<file path="config.mk">
export PLATFORM = sky130hd
export DESIGN_NAME = imem_loader
export DESIGN_NICKNAME = d
export VERILOG_FILES = /design/src/rtl/tis100_pkg.sv /design/src/rtl/imem_loader.sv
export SDC_FILE = /design/constraint.sdc
export NUM_CORES = 1
export LEC_CHECK = 0
export BUFFER_PORTS_ARGS = -buffer_cell sky130_fd_sc_hd__buf_2
export CORE_MARGIN = 4
export CORE_UTILIZATION = 51
export DETAILED_ROUTE_END_ITERATION = 7
export GPL_TIMING_DRIVEN = 0
export PLACE_DENSITY = 0.75
export SLEW_MARGIN = 25
export SYNTH_ARGS = -nofsm -noshare
export SYNTH_HDL_FRONTEND = slang
export SYNTH_SLANG_ARGS = --single-unit
</file>
<file path="constraint.sdc">
create_clock -name clk -period 1.8 [get_ports clk]
set_input_delay 0.09 -clock clk [delete_from_list [all_inputs] [get_ports clk]]
set_output_delay 0.09 -clock clk [all_outputs]
set_load 0.01 [all_outputs]
</file>
<file path="src/rtl/tis100_pkg.sv">
// Shared TIS-100 node constants and the program-loader state encoding.
package tis100_pkg;

    localparam int         INSTR_W   = 18;
    localparam int         ADDR_W    = 8;
    localparam logic [7:0] SYNC_BYTE = 8'hA5;

    typedef enum logic [3:0] {
        ST_IDLE,
        ST_LEN,
        ST_B0,
        ST_B1,
        ST_B2,
        ST_WR,
        ST_CK,
        ST_DONE,
        ST_ERR
    } ldr_state_e;

endpackage

</file>
<file path="src/rtl/imem_loader.sv">
// Byte-stream program loader for the TIS-100 instruction memory; holds the core while loading.
// Optional trailing XOR checksum byte is enabled by defining IMEM_LOADER_CKSUM_EN.
module imem_loader #(
    parameter int         ADDR_W    = tis100_pkg::ADDR_W,
    parameter int         INSTR_W   = tis100_pkg::INSTR_W,
    parameter logic [7:0] SYNC_BYTE = tis100_pkg::SYNC_BYTE
) (
    input  logic               clk,
    input  logic               rst,
    input  logic               s_valid,
    output logic               s_ready,
    input  logic [7:0]         s_data,
    output logic               wr_en,
    output logic [ADDR_W-1:0]  wr_addr,
    output logic [INSTR_W-1:0] wr_data,
    output logic               core_hold,
    output logic               busy,
    output logic               done,
    output logic               err
);
    import tis100_pkg::*;

    ldr_state_e         state_q, state_d;
    logic [ADDR_W-1:0]  addr_q, addr_d;
    logic [7:0]         cnt_q, cnt_d;
    logic [1:0]         b0_q, b0_d;
    logic [7:0]         b1_q, b1_d;
    logic [INSTR_W-1:0] data_q, data_d;
    logic [7:0]         cksum_q, cksum_d;
    logic               hold_q, hold_d;
    logic               busy_q, busy_d;
    logic               done_q, done_d;
    logic               err_q, err_d;
    logic               accept;
    logic               sync_seen;

    // The only stall is the single write cycle; the memory port never backpressures.
    assign s_ready   = !rst && (state_q != ST_WR);
    assign accept    = s_valid && s_ready;
    assign sync_seen = accept && (s_data == SYNC_BYTE);

    assign wr_en     = (state_q == ST_WR);
    assign wr_addr   = addr_q;
    assign wr_data   = data_q;
    assign core_hold = hold_q;
    assign busy      = busy_q;
    assign done      = done_q;
    assign err       = err_q;

    always_comb begin
        state_d = state_q;
        addr_d  = addr_q;
        cnt_d   = cnt_q;
        b0_d    = b0_q;
        b1_d    = b1_q;
        data_d  = data_q;
        cksum_d = cksum_q;
        hold_d  = hold_q;
        busy_d  = busy_q;
        done_d  = done_q;
        err_d   = err_q;

        case (state_q)
            ST_IDLE, ST_DONE, ST_ERR: begin
                if (sync_seen) begin
                    state_d = ST_LEN;
                    hold_d  = 1'b1;
                    busy_d  = 1'b1;
                    done_d  = 1'b0;
                    err_d   = 1'b0;
                    addr_d  = '0;
                    cksum_d = '0;
                end
            end
            ST_LEN: begin
                if (accept) begin
                    if (s_data == 8'd0) begin
                        state_d = ST_ERR;
                        err_d   = 1'b1;
                        busy_d  = 1'b0;
                    end else begin
                        cnt_d   = s_data;
                        state_d = ST_B0;
                    end
                end
            end
            ST_B0: begin
                if (accept) begin
                    if (|s_data[7:2]) begin
                        state_d = ST_ERR;
                        err_d   = 1'b1;
                        busy_d  = 1'b0;
                    end else begin
                        b0_d    = s_data[1:0];
                        cksum_d = cksum_q ^ s_data;
                        state_d = ST_B1;
                    end
                end
            end
            ST_B1: begin
                if (accept) begin
                    b1_d    = s_data;
                    cksum_d = cksum_q ^ s_data;
                    state_d = ST_B2;
                end
            end
            ST_B2: begin
                if (accept) begin
                    data_d  = {b0_q, b1_q, s_data};
                    cksum_d = cksum_q ^ s_data;
                    state_d = ST_WR;
                end
            end
            ST_WR: begin
                addr_d = addr_q + 1'b1;
                cnt_d  = cnt_q - 8'd1;
                if (cnt_q == 8'd1) begin
`ifdef IMEM_LOADER_CKSUM_EN
                    state_d = ST_CK;
`else
                    state_d = ST_DONE;
                    done_d  = 1'b1;
                    busy_d  = 1'b0;
                    hold_d  = 1'b0;
`endif
                end else begin
                    state_d = ST_B0;
                end
            end
            ST_CK: begin
                if (accept) begin
                    if (s_data == cksum_q) begin
                        state_d = ST_DONE;
                        done_d  = 1'b1;
                        busy_d  = 1'b0;
                        hold_d  = 1'b0;
                    end else begin
                        state_d = ST_ERR;
                        err_d   = 1'b1;
                        busy_d  = 1'b0;
                    end
                end
            end
            default: state_d = ST_IDLE;
        endcase
    end

    always_ff @(posedge clk) begin
        if (rst) begin
            state_q <= ST_IDLE;
            addr_q  <= '0;
            cnt_q   <= '0;
            b0_q    <= '0;
            b1_q    <= '0;
            data_q  <= '0;
            cksum_q <= '0;
            hold_q  <= 1'b0;
            busy_q  <= 1'b0;
            done_q  <= 1'b0;
            err_q   <= 1'b0;
        end else begin
            state_q <= state_d;
            addr_q  <= addr_d;
            cnt_q   <= cnt_d;
            b0_q    <= b0_d;
            b1_q    <= b1_d;
            data_q  <= data_d;
            cksum_q <= cksum_d;
            hold_q  <= hold_d;
            busy_q  <= busy_d;
            done_q  <= done_d;
            err_q   <= err_d;
        end
    end

endmodule
</file>
==> results of run 1 <==
==> worst max-delay path, delay by kind of cell (launching register included) <==
kind               cells  cell delay (ns)
AOI/OAI and AO/OA      4             1.09
and+or+nand+nor        1             0.37
DFF                    1             0.37
==> sequential cells by signal, indices dropped and copies added, names as in the netlist <==
signal and flops:
b1_q 8, cksum_q 8, busy 1, b0_q 2, wr_addr 8, done 1, state_q 4, wr_data 18
err 1, cnt_q 8, core_hold 1
==> how the worst max path moves through the flow <==
stage                     cells after the start                  endpoint  slack [ns]                    start
final                                         5   cksum_q[5]$_SDFFE_PP0P_       -0.13  state_q[2]$_SDFFE_PP0P_
after global routing                          5   cksum_q[0]$_SDFFE_PP0P_       -0.18  state_q[1]$_SDFFE_PP0P_
after floorplan                               6   cksum_q[0]$_SDFFE_PP0P_        0.06                s_data[4]
after CTS                                     5   cksum_q[2]$_SDFFE_PP0P_       -0.04  state_q[2]$_SDFFE_PP0P_
after detailed placement                      7  wr_data[14]$_SDFFE_PP0P_       -0.31  state_q[3]$_SDFFE_PP0P_
after global placement                        7  wr_data[16]$_SDFFE_PP0P_       -0.24  state_q[3]$_SDFFE_PP0P_
==> stage by stage <==
step / area [µm²] / instances / util
finish: 3610 / 486 / 0.648
detailed placement: 3210 / 468 / 0.576
floorplan: 2960 / 363 / -
global route: 3610 / 486 / 0.648
global placement: 3210 / 468 / 0.576
CTS: 3570 / 485 / 0.641
==> cell type report <==
type | count | area, µm² | area share
Clock buffer | 12 | 145 | 0.0402
Clock inverter | 4 | 72.6 | 0.0201
Inverter | 5 | 22.5 | 0.00624
Timing Repair Buffer | 37 | 195 | 0.0541
Buffer | 24 | 136 | 0.0378
Tap cell | 72 | 90.1 | 0.0250
Multi-Input combinational cell | 272 | 1740 | 0.481
Sequential cell | 60 | 1210 | 0.336
==> routing by layer <==
| layer | vias up | part of all wire |
|---|---|---|
| li1 | 1394 | - |
| met1 | 1383 | 0.43 |
| met2 | 146 | 0.46 |
| met3 | 24 | 0.084 |
| met4 | 0 | 0.025 |
| met5 | - | 0 |
==> cell usage in the layout, fill, tap and decap left out, types with 3 or more instances in the layout <==
cell	count
clkbuf_2	4
dfxtp_1	56
nor2b_1	11
clkbuf_8	10
clkbuf_1	13
nand2_1	55
inv_1	4
mux2i_1	10
xor2_1	8
o2bb2ai_1	8
nor3_1	14
o21ai_0	6
nor4_1	6
nor2_1	31
a311oi_1	4
nand2b_1	3
ha_1	3
a21oi_1	33
nand4_1	3
or2_2	3
xnor2_1	3
buf_2	36
a31oi_1	6
buf_4	5
buf_6	4
o21ai_1	9
nand3_1	7
==> power breakdown <==
part,switching (mW),internal [mW],total [mW],leakage [nW]
Clock,0.537,0.816,1.35,0.107
Combinational,0.994,0.701,1.70,0.805
Sequential,0.152,1.48,1.63,0.487
==> cells by family after synthesis <==
group | Yosys count | synth area share
AOI/OAI and AO/OA | 91 | 0.206
xor gates and xnor gates | 11 | 0.0326
adders and majority gates | 3 | 0.0127
buffers and inverters | 31 | 0.0457
DFF | 60 | 0.406
muxes | 11 | 0.0376
and+or+nand+nor | 156 | 0.259
==> repair_timing <==
item	CTS	global route
buffers inserted	1	3
gates cloned	0	0
pin swaps	5	4
setup endpoints to repair	54	46
resized for setup	37	18
==> results.py, run 1 <==
metrics = {
    "status": {
        "outcome": "finished, violations left",
        "violations": "setup timing",
    },
    "worst_hold_path": {
        "hold_path_depth": 3,
        "worstHoldPathType": "input pin to register",
        "whs_endpoint": "wr_data[3]$_SDFFE_PP0P_",
        "min_from": "s_data[3]",
    },
    "yosys": {
        "synthTopCellsByCount": "dfxtp_1, nand2_1, a21oi_1",
        "yosysTopAreaCellShare": 0.406,
        "netlist_area_um2": 2960,
        "synth_edf_count": 0,
        "synth_seq_area_share": 0.406,
        "yosys_warnings": 0,
        "ys_async_sr_fraction": 0,
        "synthCells": 363,
        "avgSynthCellArea_um2": 8.15,
        "synth_top_area_cell": "dfxtp_1",
        "ys.flop_type": "dfxtp_1",
        "ys_types": 56,
        "synth-seq-cells": 60,
        "synth.area.top_cells": "dfxtp_1, nand2_1, a21oi_1",
        "syn_nets": 377,
        "synth.most_common_cell": "dfxtp_1",
    },
    "setup_path": {
        "slowest_stage": "a211oi_4",
        "crit_chain": "or3_4, a211o_1, a211oi_4, o21ai_1, o2bb2ai_1",
        "cp_data_arrival_time_ns": 2.16,
        "cp-start-kind": "register",
        "r2r_slack_ns": -0.13,
        "worstPathRequired_ns": 2.03,
        "cpPeakStageDelay_ns": 0.43,
        "reg2reg_depth": 5,
        "path_class": "register to register",
        "r2r_start": "state_q[2]$_SDFFE_PP0P_",
        "worstPathMaxFanout": 8,
        "setup.worst_path.end_class": "register",
        "rr_endpoint": "cksum_q[5]$_SDFFE_PP0P_",
    },
    "die": {
        "initial_core_util": 0.531,
        "die_h_um": 84.2,
        "core_area_um2": 5570,
        "ioPinCount": 43,
        "die_area_um2": 7080,
        "fp-row-count": 27,
        "die_w_um": 84.2,
    },
    "global_route": {
        "grt_max_degree": 11,
        "met1_usage": 0.299,
        "top_usage_layer": "met2",
        "grt_overflow": 0,
        "grt.total_usage": 0.232,
        "use_met2": 0.379,
        "grt_pass1_vias": 2769,
        "antenna_found_initial": 0,
        "grt_pass1_wl_um": 13300,
        "use_met3": 0.0716,
    },
    "sta": {
        "fin_crit_ns": 1.93,
        "report.final.hold_viol_count": 0,
        "holdWs_ns": 0.0493,
        "fin_skew_ns": 0.00923,
        "period_share": 1.07,
        "slew_headroom": 0.596,
        "slew_violations": 0,
        "fin_tns_setup_ns": -1.19,
        "max_freq_mhz": 518,
        "rsz0062_at_grt": "true",
        "setup_violations": 18,
        "worst_slack_ns": -0.130,
        "worst_pin_slew_ns": 0.605,
    },
    "placement": {
        "post-place-ws_ns": -0.308,
        "gp_congestion": 0.947,
        "place_hpwl_um": 5500,
        "io_buffers": 33,
    },
    "layout": {
        "antenna_cells": 0,
        "final_nets": 423,
        "fill_cells": 505,
        "area_growth_pct": 22.0,
        "layout-drive-gt1-share": 0.232,
    },
    "clocking": {
        "clock-sinks": 60,
        "cts_buffers": 9,
        "clkSlewWorstSetupHoldPaths_ns": 0.07,
        "cts_tree": "built",
        "clockRootBuffer": "clkbuf_8",
        "clock_path_buffers": 2,
        "cts.htree.levels": 3,
        "hold_buffers": 0,
        "worstSkewPairLatency_ns": 0.34,
    },
    "job": {
        "cap_violations": 0,
    },
    "drt": {
        "ant_nets": 0,
        "drt-vias-per-instance": 6.06,
        "drc": 0,
        "wl_um": 8240,
        "routedWlPerCell_um": 17.0,
        "routed-via-count": 2947,
        "dr.pass1.iters": 5,
        "first_iter_violations": 369,
    },
    "power": {
        "p_total_mw": 4.68,
        "ir_worst_vdd_mv": 0.564,
        "powerDensity_nw_per_um2": 1300,
        "p_leak_nw": 1.40,
    },
}
Power figures use the tool's default switching activity.
==> run 2, diff against run 1 <==
Settings changed: SKIP_CTS_REPAIR_TIMING set to 1.
==> run 2 against run 1 <==
Effect of this change:
- the flow still finishes with violations (setup timing)
- critical path type unchanged
- die area is the same
- wire length increased by 0.44%
- clock power is essentially flat
- combinational power increased by 9%
- largest power group unchanged
- first-iteration DRC count grew 3.0%
- final area grew 1.2%
- critical path depth rose by 2
- register-to-register slack improved by 0.08 ns
- utilization is 0.79 points higher
- cell count grew 0.21%
- setup slack gained 0.075 ns
==> results.py, run 2 (synthesized netlist as in run 1, its figures left out) <==
metrics = {
    "layout": {
        "final_common_cell": "dfxtp_1",
        "area_growth_pct": 23.5,
        "mostFrequentLayoutCells": "dfxtp_1, nand2_1, buf_2, nor2_1, a21oi_1",
        "multiInputGateArea_um2": 1780,
        "antenna_cells": 0,
        "seqCellArea_um2": 1210,
        "final_nets": 424,
        "largest_reg_flops": 18,
        "layoutNonFillerInstCount": 487,
        "final_area_um2": 3650,
        "layout-drive-gt1-share": 0.253,
        "fill_cells": 500,
    },
    "die": {
        "core_area_um2": 5570,
        "die_h_um": 84.2,
        "fp-row-count": 27,
        "die_area_um2": 7080,
        "die_w_um": 84.2,
        "ioPinCount": 43,
        "initial_core_util": 0.531,
    },
    "global_route": {
        "grt_pass1_vias": 2669,
        "grt.total_usage": 0.223,
        "grt_pass1_wl_um": 12800,
        "grt_max_degree": 11,
        "grt_overflow": 0,
        "antenna_found_initial": 0,
    },
    "sta": {
        "fin_crit_ns": 1.86,
        "rsz0062_at_grt": "true",
        "fin_skew_ns": 0.00884,
        "report.final.hold_viol_count": 0,
        "period_share": 1.03,
        "worst_pin_slew_ns": 0.593,
        "setup_violations": 8,
        "max_freq_mhz": 539,
        "worst_slack_ns": -0.0554,
        "slew_headroom": 0.604,
        "slew_violations": 0,
    },
    "drt": {
        "drt-vias-per-instance": 6.07,
        "ant_nets": 0,
        "routed-via-count": 2956,
        "drc": 0,
        "routedWlPerCell_um": 17.0,
        "dr_wl_met3_um": 733,
        "dr.pass1.iters": 6,
        "highest_layer": "met4",
        "first_iter_violations": 380,
        "wl_met1_um": 3590,
        "route.met2.wl_um": 3870,
        "wl_um": 8280,
    },
    "status": {
        "outcome": "finished, violations left",
        "violations": "setup timing",
    },
    "placement": {
        "gp_congestion": 0.947,
        "post-place-ws_ns": -0.308,
        "dp_cells": 468,
        "postPlaceCellArea_um2": 3210,
        "place_hpwl_um": 5500,
        "io_buffers": 33,
    },
    "power": {
        "powerDensity_nw_per_um2": 1320,
        "p_leak_nw": 1.42,
        "ir_worst_vdd_mv": 0.617,
    },
    "clocking": {
        "worstSkewPairLatency_ns": 0.34,
        "cts.htree.levels": 3,
        "clock_path_buffers": 2,
        "cts_buffers": 9,
        "cts_tree": "built",
        "clkSlewWorstSetupHoldPaths_ns": 0.07,
        "clockRootBuffer": "clkbuf_8",
        "clock-sinks": 60,
    },
    "worst_hold_path": {
        "worstHoldPathType": "input pin to register",
    },
    "setup_path": {
        "worstPathMaxFanout": 10,
        "path_class": "register to register",
        "slowest_stage": "a211o_1",
        "worstPathBufferInverterCount": 2,
        "worstPathRequired_ns": 2.04,
        "cp_top_family": "compound AO/OA/AOI/OAI gates",
        "setup.worst_path.end_class": "register",
        "cpPeakStageDelay_ns": 0.41,
        "cp_data_arrival_time_ns": 2.09,
        "cp-start-kind": "register",
        "crit_chain": "buf_4, nand4b_1, a211o_1, a211oi_4, buf_6, o21ai_1, o2bb2ai_1",
    },
    "job": {
        "cap_violations": 0,
    },
}
==> run 2: changes by cell type in the layout (fill, tap and decap cells not counted), moves of 2 or more <==
cell and change:
or4b_4 +2, a311oi_2 +2, a311oi_1 -2, a21oi_2 +2
a21oi_1 -2
==> run 2: path summary, 6_finish.rpt <==
| kind | startpoint | to | slack (ns) | cells after the start |
|---|---|---|---|---|
| min | s_data[3] | cksum_q[3]$_SDFFE_PP0P_ | 0.05 | 3 |
| max reg2reg | state_q[2]$_SDFFE_PP0P_ | cksum_q[5]$_SDFFE_PP0P_ | -0.06 | 7 |
| min reg2reg | wr_data[0]$_SDFFE_PP0P_ | wr_data[0]$_SDFFE_PP0P_ | 0.45 | 2 |
| max | state_q[2]$_SDFFE_PP0P_ | cksum_q[5]$_SDFFE_PP0P_ | -0.06 | 7 |
==> run 2: layout make-up <==
| type | instances | share of cell area |
|---|---|---|
| buffer | 25 | 0.0384 |
| clock inverter | 4 | 0.0199 |
| timing repair buffer | 37 | 0.0545 |
| clock buffer | 12 | 0.0397 |
| tap | 72 | 0.0247 |
| sequential | 60 | 0.331 |
| inverter | 5 | 0.00514 |
| multi-input combinational | 272 | 0.487 |
==> run 2: stage by stage <==
step	utilization	total power, mW	hold WS (ns)	TNS, ns
after floorplan	-	2.67	0.348	0
after global placement	0.576	2.96	0.391	-5.79
after detailed placement	0.576	2.99	0.406	-7.17
after CTS	0.615	4.33	0.0396	-7.46
after global routing	0.655	5.09	0.0583	-0.901
final	0.655	4.84	0.0463	-0.339
==> run 2: per-layer routing <==
layer / vias up / global-route usage
li1: 1399 / -
met1: 1394 / 0.294
met2: 150 / 0.357
met3: 13 / 0.0697
met4: 0 / 0.0556
met5: - / 0
==> run 2: where the power goes <==
part	switching (mW)	total, mW	internal (mW)
clock	0.537	1.35	0.816
sequential	0.151	1.63	1.47
combinational	1.07	1.86	0.790
==> run 2: tightest hold or removal path: stages <==
cell	delay [ns]
buf_6	0.13
nand2_1	0.06
o2bb2ai_1	0.06
==> run 3, diff against run 2 <==
Settings changed: CORE_UTILIZATION 51 to 40, PLACE_DENSITY 0.75 to unset.
==> run 3 against run 2 <==
Effect of this change:
- the run still ends with setup timing left
- cell count is 6.2% higher
- die area is 25% higher
- wire length is 3.5% higher
- hold slack got worse by 0.0097 ns
- combinational power up 8%
- utilization shrank 13 points
- flip-flop and latch count unchanged
- largest power group unchanged
- non-clock buffer count increased by 3
- sequential power hardly changed
- critical path depth stayed put
==> results.py, run 3 (synthesized netlist as in run 1, its figures left out) <==
metrics = {
    "layout": {
        "layoutNonFillerInstCount": 517,
        "postLayoutCoreUtil": 0.523,
        "multiInputGateArea_um2": 1820,
        "layout-drive-gt1-share": 0.268,
        "mostFrequentLayoutCells": "dfxtp_1, nand2_1, buf_2, nor2_1, a21oi_1",
        "final_area_um2": 3770,
        "final_common_cell": "dfxtp_1",
        "largest_reg_flops": 18,
        "antenna_cells": 0,
        "final_nets": 427,
        "fill_cells": 724,
        "area_growth_pct": 27.6,
        "seqCellArea_um2": 1220,
    },
    "drt": {
        "drc": 0,
        "routed-via-count": 2908,
        "routedWlPerCell_um": 16.6,
        "wl_um": 8570,
        "ant_nets": 0,
        "dr.pass1.iters": 5,
        "first_iter_violations": 183,
        "drt-vias-per-instance": 5.62,
    },
    "die": {
        "core_area_um2": 7210,
        "die_h_um": 94.0,
        "ioPinCount": 43,
        "die_w_um": 94.0,
        "die_area_um2": 8830,
        "fp-row-count": 31,
        "initial_core_util": 0.410,
    },
    "sta": {
        "setup_violations": 7,
        "period_share": 1.02,
        "slew_violations": 0,
        "worst_slack_ns": -0.0398,
        "fin_skew_ns": 0.0178,
        "fin_crit_ns": 1.84,
        "holdWs_ns": 0.0366,
        "max_freq_mhz": 544,
        "worst_pin_slew_ns": 0.628,
        "slew_headroom": 0.581,
        "report.final.hold_viol_count": 0,
        "rsz0062_at_grt": "true",
        "fin_tns_setup_ns": -0.139,
    },
    "worst_hold_path": {
        "min_from": "s_data[3]",
        "worstHoldPathType": "input pin to register",
        "whs_endpoint": "cksum_q[3]$_SDFFE_PP0P_",
        "hold_path_depth": 3,
    },
    "power": {
        "p_leak_nw": 1.44,
        "powerDensity_nw_per_um2": 1330,
        "ir_worst_vdd_mv": 0.632,
        "p_total_mw": 5.02,
    },
    "global_route": {
        "grt.total_usage": 0.197,
        "grt_pass1_vias": 2712,
        "grt_max_degree": 12,
        "antenna_found_initial": 0,
        "grt_overflow": 0,
        "grt_pass1_wl_um": 13600,
    },
    "placement": {
        "place_hpwl_um": 5630,
        "io_buffers": 33,
        "postPlaceCellArea_um2": 3250,
        "post-place-ws_ns": -0.350,
        "gp_congestion": 0.909,
        "dp_cells": 495,
    },
    "clocking": {
        "clock_path_buffers": 2,
        "worstSkewPairLatency_ns": 0.34,
        "cts_tree": "built",
        "cts_buffers": 9,
        "clock-sinks": 60,
        "clockRootBuffer": "clkbuf_8",
        "cts.htree.levels": 3,
        "clkSlewWorstSetupHoldPaths_ns": 0.08,
    },
    "setup_path": {
        "cpPeakStageDelay_ns": 0.42,
        "setup.worst_path.end_class": "register",
        "worstPathBufferInverterCount": 2,
        "crit_chain": "buf_6, nand4b_1, a211o_1, a211oi_4, buf_6, o21ai_1, o2bb2ai_1",
        "slowest_stage": "a211o_1",
        "cp_common_cell": "buf_6",
        "reg2reg_depth": 7,
        "cp-start-kind": "register",
        "rr_endpoint": "cksum_q[6]$_SDFFE_PP0P_",
        "path_class": "register to register",
        "cp_data_arrival_time_ns": 2.08,
        "r2r_start": "state_q[0]$_SDFFE_PP0P_",
        "worstPathRequired_ns": 2.04,
        "cp_top_family": "compound AO/OA/AOI/OAI gates",
        "r2r_slack_ns": -0.04,
        "worstPathMaxFanout": 10,
    },
    "status": {
        "outcome": "finished, violations left",
        "violations": "setup timing",
    },
    "job": {
        "cap_violations": 0,
    },
}
run 3: area by class of cell:
cell class	instances	area share
Clock inverter	5	0.0225
Buffer	26	0.0411
Inverter	5	0.00564
Timing Repair Buffer	39	0.0567
Tap cell	99	0.0328
Sequential cell	60	0.322
Clock buffer	11	0.0375
Multi-Input combinational cell	272	0.481
run 3: worst register-to-register path, delay by kind of cell (launching register included):
kind	cells	cell delay (ns)
buffers and inverters	2	0.31
flip-flops	1	0.39
AO/OA/AOI/OAI	4	0.87
AND/OR/NAND/NOR	1	0.18
run 3: where the power goes:
group | internal (mW) | switching (mW)
Sequential | 1.49 | 0.153
Clock | 0.823 | 0.554
Combinational | 0.885 | 1.12
Total | 3.20 | 1.83
run 3: routing by layer:
layer  wire length, µm  vias to the layer above  global-route usage
li1                  -                     1395                   -
met1              3990                     1375               0.275
met2              3910                      126               0.296
met3               566                       12              0.0513
met4               106                        0              0.0650
met5                 0                        -                   0
run 3: how the worst max path moves through the flow:
stage | end | start | cells after the start
2_1_floorplan | cksum_q[0]$_SDFFE_PP0P_ | s_data[4] | 6
3_3_place_gp | wr_data[13]$_SDFFE_PP0P_ | state_q[1]$_SDFFE_PP0P_ | 7
3_5_place_dp | wr_data[12]$_SDFFE_PP0P_ | state_q[1]$_SDFFE_PP0P_ | 7
4_1_cts | wr_data[12]$_SDFFE_PP0P_ | state_q[1]$_SDFFE_PP0P_ | 7
5_1_grt | cksum_q[6]$_SDFFE_PP0P_ | state_q[0]$_SDFFE_PP0P_ | 7
6_report | cksum_q[6]$_SDFFE_PP0P_ | state_q[0]$_SDFFE_PP0P_ | 7
